<file path="src/rtl/counter_ctrl_pkg.sv">
// Shared types for the counter controller: FSM state encoding and run modes.
package counter_ctrl_pkg;

  typedef enum logic [2:0] {
    IDLE,
    CLEAR,
    RUN_UP,
    RUN_DOWN,
    DONE
  } state_t;

  localparam logic [1:0] MODE_ONESHOT     = 2'b00;
  localparam logic [1:0] MODE_REPEAT      = 2'b01;
  localparam logic [1:0] MODE_BOUNCE      = 2'b10;
  localparam logic [1:0] MODE_BOUNCE_ONCE = 2'b11;

  // True in the two states where the prescaler free-runs and stop is honoured.
  function automatic logic is_run(input state_t s);
    return (s == RUN_UP) || (s == RUN_DOWN);
  endfunction

endpackage

</file>
<file path="src/rtl/counter_tick_gen.sv">
// Prescaler: step_due once every div+1 cycles while free-running; load pins it at div.
module counter_tick_gen #(
  parameter int DIVW = 8
) (
  input  logic            clk,
  input  logic            rst_n,
  input  logic            load,
  input  logic [DIVW-1:0] div,
  output logic            step_due
);

  logic [DIVW-1:0] presc;

  assign step_due = (presc == '0);

  // Down-counter that reloads on expiry or while held by load.
  // NOTE: sequential state uses non-blocking assignments so every flop samples pre-edge values.
  always_ff @(posedge clk or negedge rst_n) begin
    if (!rst_n) begin
      presc <= '0;
    end else if (load || step_due) begin
      presc <= div;
    end else begin
      presc <= presc - 1'b1;
    end
  end

endmodule

</file>
<file path="src/rtl/counter_ctrl.sv">
// Run controller for an external up/down counter: clears it, paces its steps
// through the prescaler and turns around / wraps / finishes at the terminal count.
module counter_ctrl
  import counter_ctrl_pkg::*;
#(
  parameter int BITS = 4,
  parameter int DIVW = 8
) (
  input  logic            clk,
  input  logic            rst_n,
  input  logic            start,
  input  logic            stop,
  input  logic [1:0]      mode,
  input  logic [BITS-1:0] limit,
  input  logic [DIVW-1:0] div,
  input  logic [BITS-1:0] cnt_val,
  output logic            cnt_en,
  output logic            cnt_up,
  output logic            cnt_clr,
  output logic            busy,
  output logic            done,
  output logic            wrap
);

  state_t          state;
  logic [1:0]      mode_q;
  logic [BITS-1:0] limit_q;
  logic [DIVW-1:0] div_q;
  logic            step_due;
  logic            at_limit;
  logic            at_zero;

  assign at_limit = (cnt_val == limit_q);
  assign at_zero  = (cnt_val == '0);

  // Prescaler is held at the latched div except while a run is stepping.
  counter_tick_gen #(.DIVW(DIVW)) u_tick (
    .clk      (clk),
    .rst_n    (rst_n),
    .load     (!is_run(state)),
    .div      (div_q),
    .step_due (step_due)
  );

  // State sequencing plus capture of the run configuration at start.
  always_ff @(posedge clk or negedge rst_n) begin
    if (!rst_n) begin
      state   <= IDLE;
      mode_q  <= '0;
      limit_q <= '0;
      div_q   <= '0;
    end else begin
      case (state)
        IDLE: begin
          if (start) begin
            state   <= CLEAR;
            mode_q  <= mode;
            limit_q <= limit;
            div_q   <= div;
          end
        end
        CLEAR: state <= RUN_UP;
        RUN_UP: begin
          if (stop) begin
            state <= IDLE;
          end else if (step_due && at_limit) begin
            case (mode_q)
              MODE_ONESHOT: state <= DONE;
              MODE_REPEAT:  state <= RUN_UP;
              default:      state <= RUN_DOWN;
            endcase
          end
        end
        RUN_DOWN: begin
          if (stop) begin
            state <= IDLE;
          end else if (step_due && at_zero) begin
            state <= (mode_q == MODE_BOUNCE) ? RUN_UP : DONE;
          end
        end
        DONE:    state <= IDLE;
        default: state <= IDLE;
      endcase
    end
  end

  // Counter controls decoded from the registered state, prescaler and feedback.
  // NOTE: every output gets a default before the case so no latch is inferred.
  always_comb begin
    cnt_en  = 1'b0;
    cnt_up  = 1'b1;
    cnt_clr = 1'b0;
    busy    = 1'b0;
    done    = 1'b0;
    wrap    = 1'b0;
    case (state)
      CLEAR: begin
        busy    = 1'b1;
        cnt_clr = 1'b1;
      end
      RUN_UP: begin
        busy = 1'b1;
        if (!stop && step_due) begin
          if (!at_limit) begin
            cnt_en = 1'b1;
          end else if (mode_q == MODE_REPEAT) begin
            cnt_clr = 1'b1;
            wrap    = 1'b1;
          end
        end
      end
      RUN_DOWN: begin
        busy   = 1'b1;
        cnt_up = 1'b0;
        if (!stop && step_due && !at_zero) begin
          cnt_en = 1'b1;
        end
      end
      DONE:    done = 1'b1;
      default: ;
    endcase
  end

endmodule

</file>
<file path="config.mk">
export PLATFORM = sky130hd
export DESIGN_NAME = counter_ctrl
export DESIGN_NICKNAME = d
export VERILOG_FILES = /design/src/rtl/counter_ctrl_pkg.sv /design/src/rtl/counter_tick_gen.sv /design/src/rtl/counter_ctrl.sv
export SDC_FILE = /design/constraint.sdc
export NUM_CORES = 1
export LEC_CHECK = 0
export CAP_MARGIN = 15
export CORE_UTILIZATION = 59
export DETAILED_ROUTE_END_ITERATION = 16
export DONT_BUFFER_PORTS = 1
export PLACE_DENSITY = 0.75
export SLEW_MARGIN = 30
export SYNTH_ARGS = -nofsm -noshare
export SYNTH_HDL_FRONTEND = slang
export SYNTH_SLANG_ARGS = --single-unit
export TNS_END_PERCENT = 100
</file>
<file path="constraint.sdc">
create_clock -name clk -period 2.2 [get_ports clk]
set_clock_uncertainty 0.05 [all_clocks]
set_input_delay 0.44 -clock clk [delete_from_list [all_inputs] [get_ports clk]]
set_output_delay 0.44 -clock clk [all_outputs]
set_load 0.02 [all_outputs]
</file>
==> flow_metrics.py, run 1 <==
metrics = {
    "floorplan": {
        "rows": 16,
        "io_pins": 28,
        "die-area_um2": 2480,
        "start_util_pct": 65.5,
        "die_w_um": 49.8,
        "die_h_um": 49.8,
        "core_area_um2": 2060,
    },
    "drt": {
        "wire_per_inst_um": 16.6,
        "routed_via_density": 5.92,
        "wl_met2_mm": 1.30,
        "drc": 0,
        "dr_total_vias": 923,
        "drt_wl_total_mm": 2.58,
        "wl_met3_um": 116,
        "wl_met1_mm": 1.04,
        "top_layer": "met4",
        "ant_nets": 0,
        "drt_iter0_markers": 9,
        "first_pass_iters": 4,
    },
    "power_and_ir_drop": {
        "power_mw": 2.07,
        "power.density_nw_per_um2": 1410,
        "vdd_ir_drop_max_mv": 0.899,
        "leakage_nw": 0.601,
    },
    "critical_path": {
        "critPathMaxFanout": 3,
        "crit_type": "flip-flop to output pin",
        "crit_path_end_kind": "output pin",
        "startpoint_type": "flip-flop",
        "worstPathRequired_ns": 1.71,
        "cp.arrival_ns": 1.78,
    },
    "timing": {
        "period_minus_slack_ns": 2.27,
        "final.setup.tns_ns": -0.132,
        "worst_pin_slew_ns": 0.635,
        "fin_ws_ns": -0.0711,
        "rsz0062_at_grt": "true",
        "period_share_pct": 103,
        "fmax_ghz": 0.440,
        "setup_viol": 3,
        "slew_viol_final": 0,
        "slew-limit-headroom_pct": 57.4,
        "hold_viol_final": 0,
    },
    "status": {
        "status": "finished, violations left",
        "failed_checks": "setup timing",
    },
    "layout": {
        "syn_to_final_growth_pct": 8.99,
        "fin_nets": 154,
        "fin_area_um2": 1470,
        "multi_input_area_um2": 699,
        "diodes": 0,
        "drive_gt1_share_pct": 27.9,
        "regArea_um2": 628,
        "n_fill_cell": 137,
    },
    "placement": {
        "place_ws_ns": 0.133,
        "place_congestion": 0.855,
        "port_buffers": 0,
        "placed_area_um2": 1370,
        "dp_hpwl_mm": 1.74,
    },
    "grt": {
        "grt_pass1_wl_mm": 3.98,
        "grt_usage_pct": 22.2,
        "grt_start_max_net_pins": 26,
        "grt_pass1_vias": 878,
        "grt-ovfl-total": 0,
        "antenna_found_initial": 0,
    },
    "synth": {
        "yosysWarnings": 0,
        "synth_common_cells": "dfrtp_1, nor2_1, nand2_1, a21oi_1, mux2_2",
        "synth_fp_nets": 145,
        "yosys.area.top_type": "dfrtp_1",
        "synthAdderAreaFrac_pct": 1.85,
        "synth_mux_area_share_pct": 14.4,
        "synth_xor_area_share_pct": 6.49,
        "synth_ff_type": "dfrtp_1",
        "synth.top_cell.area_share_pct": 46.3,
        "syn_area_per_cell_um2": 11.2,
        "ys_seq_elements": 25,
        "netlist_instances": 121,
        "ys_top_cells_by_area": "dfrtp_1, mux2_2, mux2_4",
        "synth_cell_type_count": 34,
        "synth_seq_area_share_pct": 46.3,
        "yosys.area_share.simple_pct": 19.3,
        "synth_top_family_by_area": "simple AND/OR/NAND/NOR gates",
        "synth_edf_count": 0,
        "synth-async-reset-ratio_pct": 100,
        "synth.most_common_cell": "dfrtp_1",
        "synth_area_um2": 1350,
        "synth_compound_gate_area_share_pct": 7.41,
    },
    "clock_network": {
        "cts_buffer_depth": 2,
        "clk_pin_slew_ns": 0.14,
        "cts.sink_count": 25,
        "cts_tree": "yes",
        "cts_buffers": 3,
        "clk_latency_ns": 0.33,
        "htreeDepth": 1,
        "clockRootBuffer": "clkbuf_4",
    },
    "run": {
        "maxCapViolCount": 0,
    },
    "worst_hold_path": {
        "hold_class": "primary input to asynchronous set/reset pin",
    },
}
-- cell type report --
type,instances,share of cell area (%)
Clock buffer,3,1.53
Clock inverter,1,0.510
Inverter,4,1.02
Multi-Input combinational cell,87,47.5
Sequential cell,25,42.7
Tap cell,27,2.30
Timing Repair Buffer,9,4.42
-- routing by layer --
layer / track usage, % / up-vias
li1: - / 437
met1: 27.7 / 442
met2: 36.7 / 33
met3: 4.32 / 11
met4: 10.5 / 0
met5: 0 / -
-- path summary, 6_finish.rpt --
check / from / end / slack [ns] / depth (start not counted)
worst min register to register: div_q[7]$_DFFE_PN0P_ / div_q[7]$_DFFE_PN0P_ / 0.47 / 1
max in group asynchronous: rst_n / u_tick.presc[3]$_DFF_PN0_ / 1.70 / 1
min in group clk: div[1] / div_q[1]$_DFFE_PN0P_ / 0.17 / 2
worst max-delay path: u_tick.presc[1]$_DFF_PN0_ / cnt_clr / -0.07 / 6
worst min-delay path: rst_n / div_q[5]$_DFFE_PN0P_ / 0.01 / 1
worst max register to register: u_tick.presc[1]$_DFF_PN0_ / u_tick.presc[1]$_DFF_PN0_ / 0.42 / 6
-- where the power goes --
part | leakage, nW | switching, mW | internal (mW) | total (mW)
logic | 0.293 | 0.411 | 0.490 | 0.901
registers | 0.294 | 0.259 | 0.689 | 0.948
clock network | 0.0139 | 0.150 | 0.0698 | 0.220
-- metrics by stage --
step | std cells | hold slack (ns) | util [%]
2_1_floorplan | 121 | 0.0944 | -
3_3_place_gp | 146 | 0.0949 | 66.6
3_5_place_dp | 146 | 0.0949 | 66.6
4_1_cts | 154 | 0.163 | 70.2
5_1_grt | 156 | 0.0357 | 71.4
6_report | 156 | 0.0136 | 71.4
-- worst max-delay path, stage by stage (launching register included) --
cell and delay (ns):
dfrtp_1 0.41, inv_1 0.11, ha_4 0.14, nor3b_4 0.23, nand3_2 0.16, nor4_4 0.18
a21o_1 0.22
-- sequential cells by signal, indices dropped and copies added, names as in the netlist --
signal / flops
div_q: 8
limit_q: 4
mode_q: 2
state: 3
u_tick.presc: 8
-- layout by cell type (no fill, tap or decap) --
| master | instances |
|---|---|
| nand3_2 | 1 |
| dfrtp_2 | 2 |
| o21ai_0 | 5 |
| a31oi_1 | 1 |
| nor3b_2 | 1 |
| nand2_1 | 9 |
| nand3_1 | 1 |
| inv_1 | 3 |
| o22ai_1 | 1 |
| mux2_2 | 7 |
| nor2b_1 | 2 |
| nand4_1 | 1 |
| a21o_1 | 1 |
| or4_1 | 1 |
| buf_2 | 1 |
| and2_1 | 1 |
| nor4_4 | 2 |
| a21oi_1 | 7 |
| nor4b_4 | 1 |
| o31a_1 | 1 |
| clkbuf_4 | 3 |
| clkinvlp_4 | 1 |
| ha_4 | 1 |
| nor4_1 | 2 |
| xor2_1 | 4 |
| mux2i_1 | 4 |
| a21boi_2 | 1 |
| nor3b_4 | 1 |
| mux2_4 | 5 |
| buf_4 | 8 |
| ha_1 | 1 |
| dfrtp_1 | 23 |
| nand2b_1 | 3 |
| nor3b_1 | 2 |
| xnor2_1 | 6 |
| inv_2 | 1 |
| nor2_1 | 12 |
| nor3_1 | 2 |
-- timing repair --
action / 4_1_cts / 5_1_grt
buffers inserted: 3 / 2
hold endpoints to repair: 25 / 0
gates resized for setup: 3 / 4
hold buffers: 1 / 0
pin swaps: 1 / 0
setup endpoints to repair: 3 / 3
-- kinds of logic after synthesis --
logic type	Yosys count
adder cells (fa/ha/maj)	2
AO/OA/AOI/OAI	17
flip-flops	25
AND/OR/NAND/NOR	42
XOR/XNOR	10
buffers and inverters	9
multiplexers	16
(Power assumes the default switching activity.)
==> run 2, diff against run 1 <==
- clock period: 2.2 -> 2.7 ns (I/O delays scaled with it)
==> run 2 against run 1 <==
Against the previous run: the flow now finishes without violations; via count shrank 8.1%; core utilization shrank 3.8 points; clock power shrank 27%; largest cell class unchanged; largest power group unchanged.
==> flow_metrics.py, run 2 (synthesis gave the netlist of run 1 again) <==
metrics = {
    "drt": {
        "routed_via_density": 5.65,
        "first_pass_iters": 4,
        "dr_total_vias": 848,
        "wire_per_inst_um": 13.9,
        "ant_nets": 0,
        "drt_iter0_markers": 9,
        "drt_wl_total_mm": 2.09,
        "drc": 0,
    },
    "floorplan": {
        "die_w_um": 49.8,
        "io_pins": 28,
        "rows": 16,
        "start_util_pct": 65.5,
        "core_area_um2": 2060,
        "die_h_um": 49.8,
        "die-area_um2": 2480,
    },
    "clock_network": {
        "cts_tree": "yes",
        "cts_buffer_depth": 2,
        "clk_pin_slew_ns": 0.13,
        "clockRootBuffer": "clkbuf_4",
        "cts_buffers": 3,
        "clk_latency_ns": 0.32,
        "htreeDepth": 1,
        "cts.sink_count": 25,
    },
    "critical_path": {
        "ff2ff_setup_slack_ns": 0.76,
        "r2r_end": "limit_q[0]$_DFFE_PN0P_",
        "r2r_cells": 3,
        "worstReg2RegStart": "state[0]$_DFFE_PN0P_",
        "crit_path_end_kind": "output pin",
        "crit_type": "flip-flop to output pin",
        "startpoint_type": "flip-flop",
        "critical_path.max_stage_delay_ns": 0.41,
        "worstPathRequired_ns": 2.11,
        "critPathMaxFanout": 3,
        "cp.arrival_ns": 1.90,
        "path_cells": "inv_1 -> ha_1 -> nor3b_2 -> nand3_2 -> nor4_2 -> a21o_1",
        "slowest_stage": "dfrtp_1",
        "cp-startpoint": "u_tick.presc[0]$_DFF_PN0_",
    },
    "layout": {
        "layout_commonest_cell": "dfrtp_1",
        "top_regs": "div_q (8), u_tick.presc (8), limit_q (4)",
        "diodes": 0,
        "n_fill_cell": 165,
        "fin_cells": 150,
        "mostFrequentLayoutCells": "dfrtp_1, nor2_1, nand2_1",
        "fin_nets": 148,
        "multi_input_area_um2": 672,
        "drive_gt1_share_pct": 21.1,
        "regArea_um2": 626,
        "syn_to_final_growth_pct": 3.24,
    },
    "grt": {
        "grt_usage_pct": 19.5,
        "grt_start_max_net_pins": 26,
        "grt_pass1_vias": 820,
        "grt_pass1_wl_mm": 3.67,
        "antenna_found_initial": 0,
        "grt-ovfl-total": 0,
    },
    "power_and_ir_drop": {
        "combPwrFrac_pct": 41.0,
        "vdd_ir_drop_max_mv": 0.687,
        "leakage_nw": 0.570,
        "clockPowerShare_pct": 10.4,
        "sequentialPowerShare_pct": 48.6,
        "power.density_nw_per_um2": 1110,
        "power_mw": 1.54,
        "p_sw_share_pct": 38.0,
        "p_sw_mw": 0.586,
        "power.internal_mw": 0.956,
    },
    "timing": {
        "slew-limit-headroom_pct": 58.0,
        "period_share_pct": 92.2,
        "period_minus_slack_ns": 2.49,
        "setup_viol": 0,
        "fmax_ghz": 0.402,
        "slew_viol_final": 0,
        "rsz0062_at_grt": "false",
        "hold_viol_final": 0,
        "final.setup.tns_ns": 0,
        "worst_pin_slew_ns": 0.626,
    },
    "placement": {
        "port_buffers": 0,
        "dp_hpwl_mm": 1.55,
        "dp.cells": 145,
        "place_congestion": 0.804,
    },
    "run": {
        "maxCapViolCount": 0,
    },
    "worst_hold_path": {
        "hold_class": "primary input to asynchronous set/reset pin",
    },
    "status": {
        "status": "finished, final reports clean",
    },
}
## run 2: cell count changes in the layout (fill, tap and decap cells not counted), sizes merged
cell,delta
clkinvlp,-1
buf,-6
clkinv,+1
## run 2: final cells by class
cell class | count | share of cell area, %
clock inverters | 1 | 0.359
flip-flops and latches | 25 | 44.9
inverters | 4 | 1.08
well taps | 27 | 2.42
clock buffers | 3 | 1.62
multi-input cells | 87 | 48.2
repair buffers | 3 | 1.44
## run 2: timing repair
action / CTS / global route
hold endpoints to repair: 25 / 0
hold buffers: 1 / 0
gates resized for setup: 0 / 1
setup buffers: 0 / 0
endpoints found under the setup margin: 0 / 2
## run 2: stage by stage
| stage | utilization, % | setup WS, ns | area, um^2 | hold slack (ns) |
|---|---|---|---|---|
| 5_1_grt | 67.6 | 0.0505 | 1390 | 0.167 |
| 3_3_place_gp | 65.8 | 0.498 | 1360 | 0.195 |
| 6_report | 67.6 | 0.209 | 1390 | 0.132 |
| 4_1_cts | 67.6 | 0.0491 | 1390 | 0.275 |
| 3_5_place_dp | 65.8 | 0.417 | 1360 | 0.195 |
| 2_1_floorplan | - | 0.267 | 1350 | 0.194 |
## run 2: worst max path at each step
stage / depth (start not counted) / slack (ns) / to
final: 6 / 0.21 / cnt_clr
after global routing: 6 / 0.05 / cnt_clr
after CTS: 6 / 0.05 / cnt_clr
after detailed placement: 6 / 0.42 / cnt_clr
after global placement: 6 / 0.50 / cnt_clr
after floorplan: 6 / 0.27 / cnt_clr
## run 2: per-layer routing
| metal | wire [um] | global-route usage [%] | up-vias |
|---|---|---|---|
| li1 | - | - | 425 |
| met4 | 8 | 2.86 | 0 |
| met5 | 0 | 0 | - |
| met3 | 93 | 6.17 | 2 |
| met1 | 1020 | 26.5 | 402 |
| met2 | 968 | 31.1 | 19 |
## run 2: worst max-delay path, delay by kind of cell (launching register included)
| family | cells | cell delay [ns] |
|---|---|---|
| simple gates | 3 | 0.70 |
| fa+ha+maj | 1 | 0.15 |
| compound gates | 1 | 0.23 |
| buf+inv | 1 | 0.08 |
| flops | 1 | 0.41 |
## run 2: power by group through the flow
stage	Clock, mW	Combinational [mW]	Sequential, mW
after floorplan	0	0.608	0.690
after global placement	0	0.616	0.752
after detailed placement	0	0.627	0.755
after CTS	0.169	0.639	0.747
after global routing	0.183	0.711	0.784
final	0.160	0.633	0.750
